===== config.mk =====
export PLATFORM = sky130hd
export DESIGN_NAME = bridge2xheep_cmdq
export DESIGN_NICKNAME = d
export VERILOG_FILES = /design/src/rtl/bridge2xheep_pkg.sv /design/src/rtl/bridge_cmd_fifo.sv /design/src/rtl/bridge2xheep_cmdq.sv
export SDC_FILE = /design/constraint.sdc
export NUM_CORES = 1
export LEC_CHECK = 0
export CELL_PAD_IN_SITES_DETAIL_PLACEMENT = 1
export CELL_PAD_IN_SITES_GLOBAL_PLACEMENT = 2
export CORE_MARGIN = 3
export CORE_UTILIZATION = 28
export DETAILED_ROUTE_END_ITERATION = 10
export GPL_TIMING_DRIVEN = 0
export PLACE_DENSITY = 0.64
export SLEW_MARGIN = 20
export SYNTH_ARGS = -nofsm -noshare
export SYNTH_HDL_FRONTEND = slang
export SYNTH_HIERARCHICAL = 1
export SYNTH_SLANG_ARGS = --single-unit
export TNS_END_PERCENT = 30

===== constraint.sdc =====
create_clock -name clk -period 2.7 [get_ports clk]
set_clock_uncertainty 0.1 [all_clocks]
set_input_delay 0.54 -clock clk [delete_from_list [all_inputs] [get_ports clk]]
set_output_delay 0.54 -clock clk [all_outputs]
set_load 0.05 [all_outputs]

===== src/rtl/bridge2xheep_pkg.sv =====
// rtl/bridge2xheep_pkg.sv - op and state encodings for the MCU-to-X-HEEP command bridge
package bridge2xheep_pkg;

  typedef enum logic [1:0] {
    LOAD_ADDR = 2'd0,
    WRITE     = 2'd1,
    READ      = 2'd2,
    RSVD      = 2'd3
  } cmd_op_e;

  typedef enum logic [1:0] {
    IDLE   = 2'd0,
    REQ    = 2'd1,
    WAIT_R = 2'd2
  } bridge_state_e;

endpackage


===== src/rtl/bridge_cmd_fifo.sv =====
// rtl/bridge_cmd_fifo.sv - synchronous command FIFO with full/empty/level
module bridge_cmd_fifo #(
  parameter int WIDTH = 34,
  parameter int DEPTH = 4,
  localparam int PW = $clog2(DEPTH)
) (
  input  logic             clk,
  input  logic             rst_n,
  input  logic             push,
  input  logic [WIDTH-1:0] push_data,
  input  logic             pop,
  output logic [WIDTH-1:0] pop_data,
  output logic             full,
  output logic             empty,
  output logic [PW:0]      level
);

  localparam logic [PW-1:0] PTR_ONE  = PW'(1);
  localparam logic [PW:0]   CNT_ONE  = (PW + 1)'(1);
  localparam logic [PW:0]   CNT_FULL = (PW + 1)'(DEPTH);

  logic [WIDTH-1:0] mem_q [DEPTH];
  logic [PW-1:0]    wr_ptr_q, wr_ptr_d;
  logic [PW-1:0]    rd_ptr_q, rd_ptr_d;
  logic [PW:0]      count_q, count_d;
  logic             do_push, do_pop;

  assign full     = (count_q == CNT_FULL);
  assign empty    = (count_q == '0);
  assign level    = count_q;
  assign pop_data = mem_q[rd_ptr_q];
  assign do_push  = push && !full;
  assign do_pop   = pop && !empty;

  // Depth is a power of two, so pointers wrap by natural overflow.
  always_comb begin
    wr_ptr_d = wr_ptr_q;
    rd_ptr_d = rd_ptr_q;
    count_d  = count_q;
    if (do_push) wr_ptr_d = wr_ptr_q + PTR_ONE;
    if (do_pop)  rd_ptr_d = rd_ptr_q + PTR_ONE;
    case ({do_push, do_pop})
      2'b10:   count_d = count_q + CNT_ONE;
      2'b01:   count_d = count_q - CNT_ONE;
      default: count_d = count_q;
    endcase
  end

  always_ff @(posedge clk or negedge rst_n) begin
    if (!rst_n) begin
      wr_ptr_q <= '0;
      rd_ptr_q <= '0;
      count_q  <= '0;
    end else begin
      wr_ptr_q <= wr_ptr_d;
      rd_ptr_q <= rd_ptr_d;
      count_q  <= count_d;
    end
  end

  always_ff @(posedge clk) begin
    if (do_push) mem_q[wr_ptr_q] <= push_data;
  end

endmodule


===== src/rtl/bridge2xheep_cmdq.sv =====
// rtl/bridge2xheep_cmdq.sv - queued MCU command engine driving single OBI master transactions
module bridge2xheep_cmdq
  import bridge2xheep_pkg::*;
#(
  parameter int ADDR_WIDTH = 32,
  parameter int DATA_WIDTH = 32,
  parameter int FIFO_DEPTH = 4,
  parameter int ADDR_STEP  = 4,
  localparam int CMD_WIDTH = (ADDR_WIDTH > DATA_WIDTH) ? ADDR_WIDTH : DATA_WIDTH,
  localparam int LVL_WIDTH = $clog2(FIFO_DEPTH) + 1
) (
  input  logic                    clk,
  input  logic                    rst_n,
  input  logic                    cmd_valid,
  output logic                    cmd_ready,
  input  logic [1:0]              cmd_op,
  input  logic [CMD_WIDTH-1:0]    cmd_data,
  output logic                    rsp_valid,
  input  logic                    rsp_ready,
  output logic [DATA_WIDTH-1:0]   rsp_data,
  output logic                    busy,
  output logic [LVL_WIDTH-1:0]    fifo_level,
  output logic [ADDR_WIDTH-1:0]   cur_addr,
  output logic                    err_op,
  output logic                    req,
  output logic                    we,
  output logic [DATA_WIDTH/8-1:0] be,
  output logic [ADDR_WIDTH-1:0]   addr,
  output logic [DATA_WIDTH-1:0]   wdata,
  input  logic                    gnt,
  input  logic                    rvalid,
  input  logic [DATA_WIDTH-1:0]   rdata
);

  bridge_state_e           state_q, state_d;
  logic [ADDR_WIDTH-1:0]   addr_q, addr_d;
  logic                    we_q, we_d;
  logic [DATA_WIDTH-1:0]   wdata_q, wdata_d;
  logic                    rsp_valid_q, rsp_valid_d;
  logic [DATA_WIDTH-1:0]   rsp_data_q, rsp_data_d;
  logic                    err_op_q, err_op_d;

  logic                    fifo_full, fifo_empty, fifo_pop;
  logic [CMD_WIDTH+1:0]    head;
  cmd_op_e                 head_op;
  logic [CMD_WIDTH-1:0]    head_data;

  assign head_op   = cmd_op_e'(head[CMD_WIDTH+1:CMD_WIDTH]);
  assign head_data = head[CMD_WIDTH-1:0];

  bridge_cmd_fifo #(
    .WIDTH(CMD_WIDTH + 2),
    .DEPTH(FIFO_DEPTH)
  ) u_fifo (
    .clk      (clk),
    .rst_n    (rst_n),
    .push     (cmd_valid && cmd_ready),
    .push_data({cmd_op, cmd_data}),
    .pop      (fifo_pop),
    .pop_data (head),
    .full     (fifo_full),
    .empty    (fifo_empty),
    .level    (fifo_level)
  );

  always_comb begin
    state_d     = state_q;
    addr_d      = addr_q;
    we_d        = we_q;
    wdata_d     = wdata_q;
    rsp_valid_d = rsp_valid_q;
    rsp_data_d  = rsp_data_q;
    err_op_d    = err_op_q;
    fifo_pop    = 1'b0;

    if (rsp_valid_q && rsp_ready) rsp_valid_d = 1'b0;

    case (state_q)
      IDLE: begin
        if (!fifo_empty) begin
          case (head_op)
            LOAD_ADDR: begin
              fifo_pop = 1'b1;
              addr_d   = head_data[ADDR_WIDTH-1:0];
            end
            WRITE: begin
              fifo_pop = 1'b1;
              we_d     = 1'b1;
              wdata_d  = head_data[DATA_WIDTH-1:0];
              state_d  = REQ;
            end
            READ: begin
              // An unconsumed response would be overwritten, so hold the read at the head.
              if (!rsp_valid_q) begin
                fifo_pop = 1'b1;
                we_d     = 1'b0;
                state_d  = REQ;
              end
            end
            default: begin
              fifo_pop = 1'b1;
              err_op_d = 1'b1;
            end
          endcase
        end
      end
      REQ: begin
        if (gnt) begin
          state_d = WAIT_R;
          addr_d  = addr_q + ADDR_WIDTH'(ADDR_STEP);
        end
      end
      WAIT_R: begin
        if (rvalid) begin
          state_d = IDLE;
          if (!we_q) begin
            rsp_data_d  = rdata;
            rsp_valid_d = 1'b1;
          end
        end
      end
      default: state_d = IDLE;
    endcase
  end

  always_ff @(posedge clk or negedge rst_n) begin
    if (!rst_n) begin
      state_q     <= IDLE;
      addr_q      <= '0;
      we_q        <= 1'b0;
      wdata_q     <= '0;
      rsp_valid_q <= 1'b0;
      rsp_data_q  <= '0;
      err_op_q    <= 1'b0;
    end else begin
      state_q     <= state_d;
      addr_q      <= addr_d;
      we_q        <= we_d;
      wdata_q     <= wdata_d;
      rsp_valid_q <= rsp_valid_d;
      rsp_data_q  <= rsp_data_d;
      err_op_q    <= err_op_d;
    end
  end

  assign cmd_ready = !fifo_full;
  assign req       = (state_q == REQ);
  assign we        = we_q;
  assign be        = '1;
  assign addr      = addr_q;
  assign cur_addr  = addr_q;
  assign wdata     = wdata_q;
  assign rsp_valid = rsp_valid_q;
  assign rsp_data  = rsp_data_q;
  assign err_op    = err_op_q;
  assign busy      = (state_q != IDLE) || !fifo_empty;

endmodule

* After elaboration in Yosys (flattened, before gate mapping) *
Memory sizes are Yosys's and may differ from the RTL's.
Index checks and enable logic that the tools add are counted.

operators by class
  add/sub/neg operators = 5
  equal/unequal tests = 14
  mux-type cells = 23
  bitwise gates (word level) = 3
  reductions and logical operators = 21

operator list
  operator                                                                count
  32-bit 2-to-1 mux                                                       3
  32-bit case mux with 2 select lines                                     1
  32-bit by 3-bit adder with 32-bit output (second input constant)        1
  1-bit 2-to-1 mux                                                        11
  3-bit AND reduction                                                     3
  2-bit 2-to-1 mux                                                        4
  4-bit AND reduction                                                     2
  2-bit nonzero test                                                      4
  2-bit by 1-bit equality test with 1-bit output (second input constant)  3
  2-bit equality test (second input constant)                             3
  2-bit != test (second input constant)                                   3
  2-bit case mux with 3 select lines                                      1
  3-bit case mux with 2 select lines                                      1
  5-bit AND reduction                                                     1
  2-bit by 1-bit adder with 2-bit output (second input constant)          2
  1-bit logical AND                                                       4
  2-bit logical NOT                                                       2
  2-bit by 1-bit != test with 1-bit output (second input constant)        2
  2-bit case mux with 2 select lines                                      1
  3-bit by 1-bit adder with 3-bit output (second input constant)          1
  3-bit equality test (second input constant)                             1
  3-bit logical NOT                                                       1
  3-bit by 1-bit != test with 1-bit output (second input constant)        1
  3-bit != test (second input constant)                                   1
  other kinds (6)                                                         9

word-level totals
  flip-flop bits (word level) = 108
  RAM bits = 136
  input port bits = 72
  output and inout bits = 141
  logic and storage cells = 77
  memories = 1

memories
  memory        depth  width  read ports  clocked after Yosys merged registers in  wr ports  RTL line               text
  u_fifo.mem_q  4      34     1           0                                        1         bridge_cmd_fifo.sv:22  logic [WIDTH-1:0] mem_q [DEPTH];

* Logic depth before layout (Yosys ltp) *
Gate-level depths: netlist of run 1.
An unclocked memory read counts as a cell.

  depth in word-level cells = 8
  gate-level depth with buffers = 12
  depth with buffers taken out = 11

* Cells and area by module *
Netlist of run 1, hierarchy kept.

by module, submodules not included
  module             times used  cells an instance  area each (um^2)  sequential area each (um^2)
  bridge_cmd_fifo    1           215                5385.2            4259.1
  bridge2xheep_cmdq  1           461                5083.6            2527.4

* Worst setup path after synthesis of run 1 *
No wires, ideal clock.

  path kind = reg-to-reg
  start = reg u_fifo.rd_ptr_q[0]
  end = reg u_fifo.count_q[2], in the netlist u_fifo/level[2]
  library setup time = 0.082 ns
  data arrival time = 2.711 ns
  required time = 2.518 ns
  slack = -0.193 ns
  cell stages (with the launch flop) = 12
  path buffers = 1
  period minus slack after synthesis = 2.893 ns
  cell sequence = dfrtp_1 buf_6 mux4_1 ha_1 a21boi_0 o31a_1 ha_1 inv_1 fa_1 xor2_1 nor2_1 xor2_1

between the ends
  word-level cells in the longest chain between the ends = 8
  elaborated cells on any way between the ends = 10
  those cells by class = eq/ne (3); mux (4); reduce/logical (2); memory (1)

ends and longest elaborated chain
  what                                                                                   RTL line                 text
  from (decl)                                                                            bridge_cmd_fifo.sv:24    logic [PW-1:0] rd_ptr_q, rd_ptr_d;
  from (signal assigned)                                                                 bridge_cmd_fifo.sv:56    rd_ptr_q <= rd_ptr_d;
  memory 4 x 34 bit (*)                                                                  -
  via head[33]                                                                           bridge2xheep_cmdq.sv:44  logic [CMD_WIDTH+1:0] head;
  2-bit equality test (*)                                                                bridge2xheep_cmdq.sv:81  case (head_op)
  1-bit 2-to-1 mux (*)                                                                   bridge2xheep_cmdq.sv:81
  1-bit 2-to-1 mux (*)                                                                   bridge2xheep_cmdq.sv:80  if (!fifo_empty) begin
  1-bit 2-to-1 mux (*)                                                                   bridge2xheep_cmdq.sv:78  case (state_q)
  via fifo_pop                                                                           bridge2xheep_cmdq.sv:43  logic fifo_full, fifo_empty, fifo_pop;
  1-bit logical AND (*)                                                                  bridge_cmd_fifo.sv:33    assign do_pop = pop && !empty;
  via u_fifo.do_pop                                                                      bridge_cmd_fifo.sv:26    logic do_push, do_pop;
  2-bit by 1-bit equality test with 1-bit output or 2-bit equality test (tied branches)  bridge_cmd_fifo.sv:42    case ({do_push, do_pop})
  3-bit case mux with 2 select lines or 2-bit nonzero test (tied branches)               -
  to (signal assigned)                                                                   bridge_cmd_fifo.sv:57    count_q <= count_d;
  to (decl)                                                                              bridge_cmd_fifo.sv:25    logic [PW:0] count_q, count_d;

Mark *: on every way through the listed nets, which the timed path passes. The rest lies on a longest branch.
A chain may end at the register's enable or synchronous reset.

* Final worst setup path of run 1 *
Ends and elaborated chain as after synthesis.

==> results of run 1 <==
-- worst reg2reg max path, cell delays in order, from the launching register on --
cell and delay, ns:
dfrtp_1 0.38, buf_12 0.12, mux4_2 0.57, ha_4 0.21
a21boi_4 0.14, o31a_1 0.19, ha_2 0.20, inv_2 0.04
fa_2 0.32, xor2_1 0.15, nor2_1 0.15, xor2_1 0.15
-- logic make-up after synthesis --
| group | Yosys count |
|---|---|
| buffers and inverters | 88 |
| AO/OA/AOI/OAI | 87 |
| adder cells (fa/ha/maj) | 11 |
| AND/OR/NAND/NOR | 136 |
| other | 1 |
| XOR/XNOR | 6 |
| flip-flops | 244 |
| multiplexers | 103 |
-- per-stage QoR --
| stage | instances | instance area (um^2) | hold slack [ns] | TNS, ns |
|---|---|---|---|---|
| 4_1_cts | 1416 | 14400 | 0.361 | -1.15 |
| 2_1_floorplan | 679 | 10500 | 0.144 | -0.0394 |
| 3_3_place_gp | 1355 | 13200 | 0.346 | -546.67 |
| 5_1_grt | 1419 | 14500 | 0.415 | -2.55 |
| 3_5_place_dp | 1360 | 13300 | 0.347 | -27.32 |
| 6_report | 1419 | 14500 | 0.382 | -0.515 |
-- state kept, by name, summed over array words and instances, names as in the netlist --
signal,count
u_fifo/level,3
rsp_data,32
u_fifo/rd_ptr_q,2
u_fifo/mem_q,136
addr,32
wdata,32
err_op,1
we,1
u_fifo/wr_ptr_q,2
rsp_valid,1
state_q,2
-- synthesized netlist by cell type (2+ instances only) --
library cell,instances
xnor2_1,3
nor3b_1,3
o22ai_1,9
nor4_1,11
clkbuf_1,14
and2_1,7
mux4_1,6
nand3_1,9
mux4_2,28
xor2_1,3
mux2_1,2
o311a_1,2
o21ai_0,17
buf_4,36
nand4_1,7
nand2_1,21
nand2_2,2
a211oi_1,11
edfxtp_1,136
and4_1,2
a41oi_1,3
nand2b_1,6
o32ai_1,5
inv_1,16
a41o_1,2
a21oi_1,16
nor2_1,24
or4_1,3
o31ai_1,3
dfrtp_1,108
and3_1,6
o41ai_1,3
o2bb2ai_1,2
or3_1,7
a311oi_1,2
buf_2,15
mux2i_1,4
buf_12,3
nand4_4,2
nor3_1,15
mux2_2,63
ha_1,10
a31oi_1,2
-- cell usage in the layout (no fill, tap or decap), types with 5 or more instances in the layout --
cell type and count:
clkdlybuf4s50_1 191, nand3_1 9, buf_2 8, o22ai_1 8, nor2_1 22, dfrtp_1 108, or3_1 7, clkbuf_1 9
nand2b_1 5, ha_1 8, edfxtp_1 136, nand4_1 7, nand2_1 20, nor3_1 12, clkinv_2 5, a21oi_1 16
inv_1 13, o32ai_1 5, mux2_2 63, clkbuf_16 28, buf_12 9, a211oi_1 10, mux4_2 30, nor4_1 9
and3_1 6, buf_4 64, o21ai_0 16
-- final cells by class --
type | instances | area [um^2]
inverters | 17 | 66.3
well taps | 468 | 586
clock inverters | 17 | 214
multi-input cells | 347 | 3290
flip-flops and latches | 244 | 6790
fillers | 3752 | 22200
repair buffers | 224 | 2250
plain buffers | 70 | 568
clock buffers | 32 | 736
-- per-layer routing --
layer / vias to the layer above / wire length, um
met1: 3489 / 13700
met3: 39 / 1120
met2: 150 / 15500
li1: 3076 / -
met4: 2 / 713
met5: - / 13
-- worst max-delay path by stage --
stage	startpoint	to	cells past startpoint
after floorplan	u_fifo/rd_ptr_q[0]$_DFFE_PN0P_	u_fifo/level[2]$_DFFE_PN0P_	11
after global placement	rst_n	wdata[11]$_DFFE_PN0P_	1
after detailed placement	u_fifo/rd_ptr_q[1]$_DFFE_PN0P_	addr[3]$_DFFE_PN0P_	9
after CTS	u_fifo/rd_ptr_q[0]$_DFFE_PN0P_	u_fifo/level[2]$_DFFE_PN0P_	11
after global routing	u_fifo/rd_ptr_q[0]$_DFFE_PN0P_	u_fifo/level[2]$_DFFE_PN0P_	11
final	u_fifo/rd_ptr_q[0]$_DFFE_PN0P_	u_fifo/level[2]$_DFFE_PN0P_	11
-- what timing repair did --
item,4_1_cts,5_1_grt
gates resized for setup,61,33
hold buffers,1,0
setup buffers,7,3
endpoints found under the setup margin,72,61
pin swaps,4,5
endpoints found under the hold margin,43,0
==> flow_metrics.py, run 1 <==
metrics = {
    "status": {
        "status": "finished, violations left",
        "violations": "negative setup slack",
    },
    "synthesis": {
        "yosysTopAreaCellShare_pct": 39.0,
        "synth-xor-area-share_pct": 0.502,
        "synth_seq_cells": 244,
        "synthSimpleGateAreaFrac_pct": 7.51,
        "yosysSeqAreaShare_pct": 64.8,
        "synth_ff_type": "edfxtp_1",
        "synth_top_family_by_area": "multiplexers",
        "synth_warnings": 6,
        "yosys.area.top_type": "edfxtp_1",
        "syn-cell-area_mm2": 0.0105,
        "synth_edf_count": 136,
        "synth_area_per_cell_um2": 15.5,
        "syn_inst": 676,
        "synth.distinct_cells": 70,
        "synth_compound_area_share_pct": 5.67,
        "synthAdderAreaFrac_pct": 1.39,
        "muxShareOfSynthArea_pct": 14.9,
        "async_flop_share_pct": 44.3,
        "netlist_top_cells_area": "edfxtp_1 (39%), dfrtp_1 (26%), mux2_2 (6.8%)",
    },
    "global_route": {
        "gr-total-overflow": 0,
        "use_met1_pct": 20.7,
        "top_usage_layer": "met2",
        "gr-usage-met3_pct": 1.80,
        "grt_max_degree": 66,
        "grt_use_met2_pct": 26.3,
        "grt_pass1_vias": 7130,
        "antenna_found_initial": 2,
        "grt.total_usage_pct": 15.3,
        "grt_pass1_wl_um": 45800,
    },
    "critical_path": {
        "crit_family": "adder cells",
        "cp.arrival_ns": 3.18,
        "endpoint_kind": "flop",
        "critPathMaxStageDelay_ns": 0.57,
        "worst_r2r_endpoint": "u_fifo/level[2]$_DFFE_PN0P_",
        "path_buf_inv": 2,
        "cpMostUsedCell": "xor2_1",
        "crit_path_cell_trace": "buf_12, mux4_2, ha_4, a21boi_4, o31a_1, ha_2, inv_2, fa_2, xor2_1, nor2_1, xor2_1",
        "timing.rr.start": "u_fifo/rd_ptr_q[0]$_DFFE_PN0P_",
        "critical_path.startpoint_type": "flop",
        "worstPathMaxFanout": 3,
        "cp_slowest_cell": "mux4_2",
        "r2r_cells": 11,
        "critPathKind": "reg2reg",
        "regToRegSetupSlack_ns": -0.09,
        "cp.required_ns": 3.09,
    },
    "routing": {
        "drtIter0Drc": 318,
        "ant_nets": 0,
        "drt_wl_total_um": 31100,
        "drc": 0,
        "drtPass1Iterations": 4,
        "num_vias": 6756,
        "vias_per_cell": 4.76,
        "wl_per_cell_um": 21.9,
    },
    "place": {
        "place_hpwl_um": 22500,
        "place_ws_ns": -0.716,
        "place.gp.congestion": 0.797,
        "port_buffers": 208,
    },
    "hold_path": {
        "hold_end": "err_op$_DFFE_PN0P_",
        "hold_depth": 1,
        "hold_start": "err_op$_DFFE_PN0P_",
        "hold_path_class": "reg2reg",
    },
    "sta": {
        "min_period_ns": 2.79,
        "clock.fmax_mhz": 359,
        "rsz0062_at_grt": "yes",
        "finalHoldViolations": 0,
        "relSlewSlack_pct": 42.5,
        "setup_ws_ns": -0.0884,
        "finalMaxSlewViolations": 0,
        "worst_pin_slew_ns": 0.854,
        "post-route-period-util_pct": 103,
        "setup_violations": 10,
    },
    "clock_network": {
        "cts_buffers": 28,
        "cts_buffer_depth": 3,
        "cts_root_buf": "clkbuf_16",
        "cts_tree": "yes",
        "path_clk_slew_ns": 0.06,
        "htree_levels": 1,
        "cts_sinks": 244,
        "clock_latency_ns": 0.57,
    },
    "layout": {
        "diodes": 0,
        "synthToLayoutAreaGrowth_pct": 38.5,
        "nets": 1015,
        "drive_gt1_share_pct": 28.1,
        "fin_util_pct": 39.5,
    },
    "die": {
        "initial_core_util_pct": 28.5,
        "die_h_um": 199,
        "io_pins": 213,
        "fp.dieW_um": 199,
        "dieArea_mm2": 0.0397,
        "rows": 70,
        "core-area_mm2": 0.0367,
    },
    "job": {
        "drv_cap": 0,
    },
}
Power of run 1 is not shown: default switching activity piles up to over one toggle a cycle in this logic, so the estimate is an artifact.
==> inputs of run 2 (changes only) <==
--- a/config.mk
+++ b/config.mk
@@ -12,6 +12,7 @@
 export DETAILED_ROUTE_END_ITERATION = 10
 export GPL_TIMING_DRIVEN = 0
 export PLACE_DENSITY = 0.64
+export REMOVE_ABC_BUFFERS = 1
 export SLEW_MARGIN = 20
 export SYNTH_ARGS = -nofsm -noshare
 export SYNTH_HDL_FRONTEND = slang
==> flow_metrics.py, run 2 (synthesis results as in run 1) <==
metrics = {
    "critical_path": {
        "regToRegSetupSlack_ns": -0.07,
        "critPathKind": "reg2reg",
        "worstPathMaxFanout": 4,
        "timing.rr.start": "u_fifo/rd_ptr_q[0]$_DFFE_PN0P_",
        "worst_r2r_endpoint": "u_fifo/level[2]$_DFFE_PN0P_",
        "startpoint": "u_fifo/rd_ptr_q[0]$_DFFE_PN0P_",
        "critical_path.startpoint_type": "flop",
        "r2r_cells": 10,
        "endpoint": "u_fifo/level[2]$_DFFE_PN0P_",
        "cp.required_ns": 3.05,
        "cp.arrival_ns": 3.13,
        "endpoint_kind": "flop",
    },
    "clock_network": {
        "htree_levels": 1,
        "cts_root_buf": "clkbuf_16",
        "cts_tree": "yes",
        "path_clk_slew_ns": 0.06,
        "cts_sinks": 244,
        "cts_buffers": 29,
        "clock_latency_ns": 0.55,
        "cts_buffer_depth": 3,
    },
    "routing": {
        "vias_per_cell": 4.89,
        "wl_per_cell_um": 22.2,
        "num_vias": 6767,
        "drtPass1Iterations": 5,
        "drt_wl_total_um": 30700,
        "drtIter0Drc": 436,
        "drc": 0,
        "ant_nets": 0,
    },
    "sta": {
        "finalMaxSlewViolations": 0,
        "fin_hold_ws_ns": 0.349,
        "setup_violations": 6,
        "worst_pin_slew_ns": 1.02,
        "relSlewSlack_pct": 31.6,
        "clock.fmax_mhz": 361,
        "finalHoldViolations": 0,
        "setup_ws_ns": -0.0724,
        "min_period_ns": 2.77,
        "rsz0062_at_grt": "yes",
        "post-route-period-util_pct": 103,
    },
    "die": {
        "rows": 70,
        "io_pins": 213,
        "die_h_um": 199,
        "dieArea_mm2": 0.0397,
        "initial_core_util_pct": 28.5,
        "core-area_mm2": 0.0367,
        "fp.dieW_um": 199,
    },
    "status": {
        "violations": "negative setup slack",
        "status": "finished, violations left",
    },
    "global_route": {
        "antenna_found_initial": 1,
        "gr-total-overflow": 0,
        "grt_pass1_vias": 7232,
        "grt_max_degree": 80,
        "grt_pass1_wl_um": 45300,
        "grt.total_usage_pct": 15.0,
    },
    "place": {
        "dp.cells": 1297,
        "place_ws_ns": -1.58,
        "place_hpwl_um": 20200,
        "port_buffers": 208,
        "place.gp.congestion": 0.753,
    },
    "layout": {
        "stdcell_count": 1383,
        "synthToLayoutAreaGrowth_pct": 38.1,
        "layout_common_cells": "clkdlybuf4s50_1 (199), edfxtp_1 (136), dfrtp_1 (104)",
        "n_fill_cell": 3719,
        "mostFrequentLayoutCell": "clkdlybuf4s50_1",
        "nets": 975,
        "top_register": "u_fifo/mem_q",
        "drive_gt1_share_pct": 26.0,
        "largest_reg_flops": 136,
        "fin_util_pct": 39.4,
        "diodes": 0,
    },
    "hold_path": {
        "hold_path_class": "in2async",
    },
    "job": {
        "drv_cap": 0,
    },
}
## run 2: changes by cell type in the layout (fill, tap and decap cells not counted), sizes merged, moves of 2 or more
cell and change:
buf -49, or4b +2, nand2 +3, clkbuf -11
bufinv +2, clkdlybuf4s50 +8, dlygate4sd2 +5
## run 2: worst min path at each step
stage | endpoint | slack [ns] | cells after the start
after detailed placement | rsp_data[30]$_DFFE_PN0P_ | 0.32 | 1
after floorplan | addr[0]$_DFFE_PN0P_ | 0.14 | 0
final | rsp_data[5]$_DFFE_PN0P_ | 0.35 | 2
after CTS | rsp_data[5]$_DFFE_PN0P_ | 0.34 | 2
after global routing | rsp_data[26]$_DFFE_PN0P_ | 0.35 | 2
after global placement | err_op$_DFFE_PN0P_ | 0.35 | 1
## run 2: timing repair
| action | in CTS | in global routing |
|---|---|---|
| hold endpoints to repair | 29 | 0 |
| cloned | 6 | 1 |
| resized for setup | 39 | 29 |
| setup endpoints to repair | 82 | 54 |
| pin swaps | 8 | 12 |
| buffers inserted | 15 | 10 |
| hold buffers | 1 | 0 |
## run 2: stage by stage
stage / TNS (ns) / area (um^2)
finish: -0.134 / 14500
global route: -4.13 / 14500
CTS: -2.36 / 14300
detailed placement: -58.89 / 12900
global placement: -852.81 / 12700
floorplan: -127.46 / 10000
## run 2: routing by layer
metal	wire length (um)	global-route usage, %
met1	13500	20.1
met2	15000	25.7
met3	1610	2.70
met4	631	3.46
met5	0	0
## run 2: final cells by class
cell class | count | area (um^2) | area share, %
Inverter | 17 | 67.6 | 0.467
Clock buffer | 34 | 764 | 5.29
Multi-Input combinational cell | 353 | 3450 | 23.9
Sequential cell | 244 | 6800 | 47.0
Timing Repair Buffer | 247 | 2540 | 17.6
Clock inverter | 20 | 250 | 1.73
Tap cell | 468 | 586 | 4.05
## run 2: critical path, cell delays in order (launching register included)
cell and delay [ns]:
dfrtp_4 0.45, mux4_2 0.57, ha_4 0.19, a21boi_2 0.14
o31a_1 0.19, ha_2 0.20, inv_2 0.04, fa_2 0.35
xor2_1 0.14, nor2_1 0.13, xor2_1 0.18
Power of run 2 is left out for the same reason.
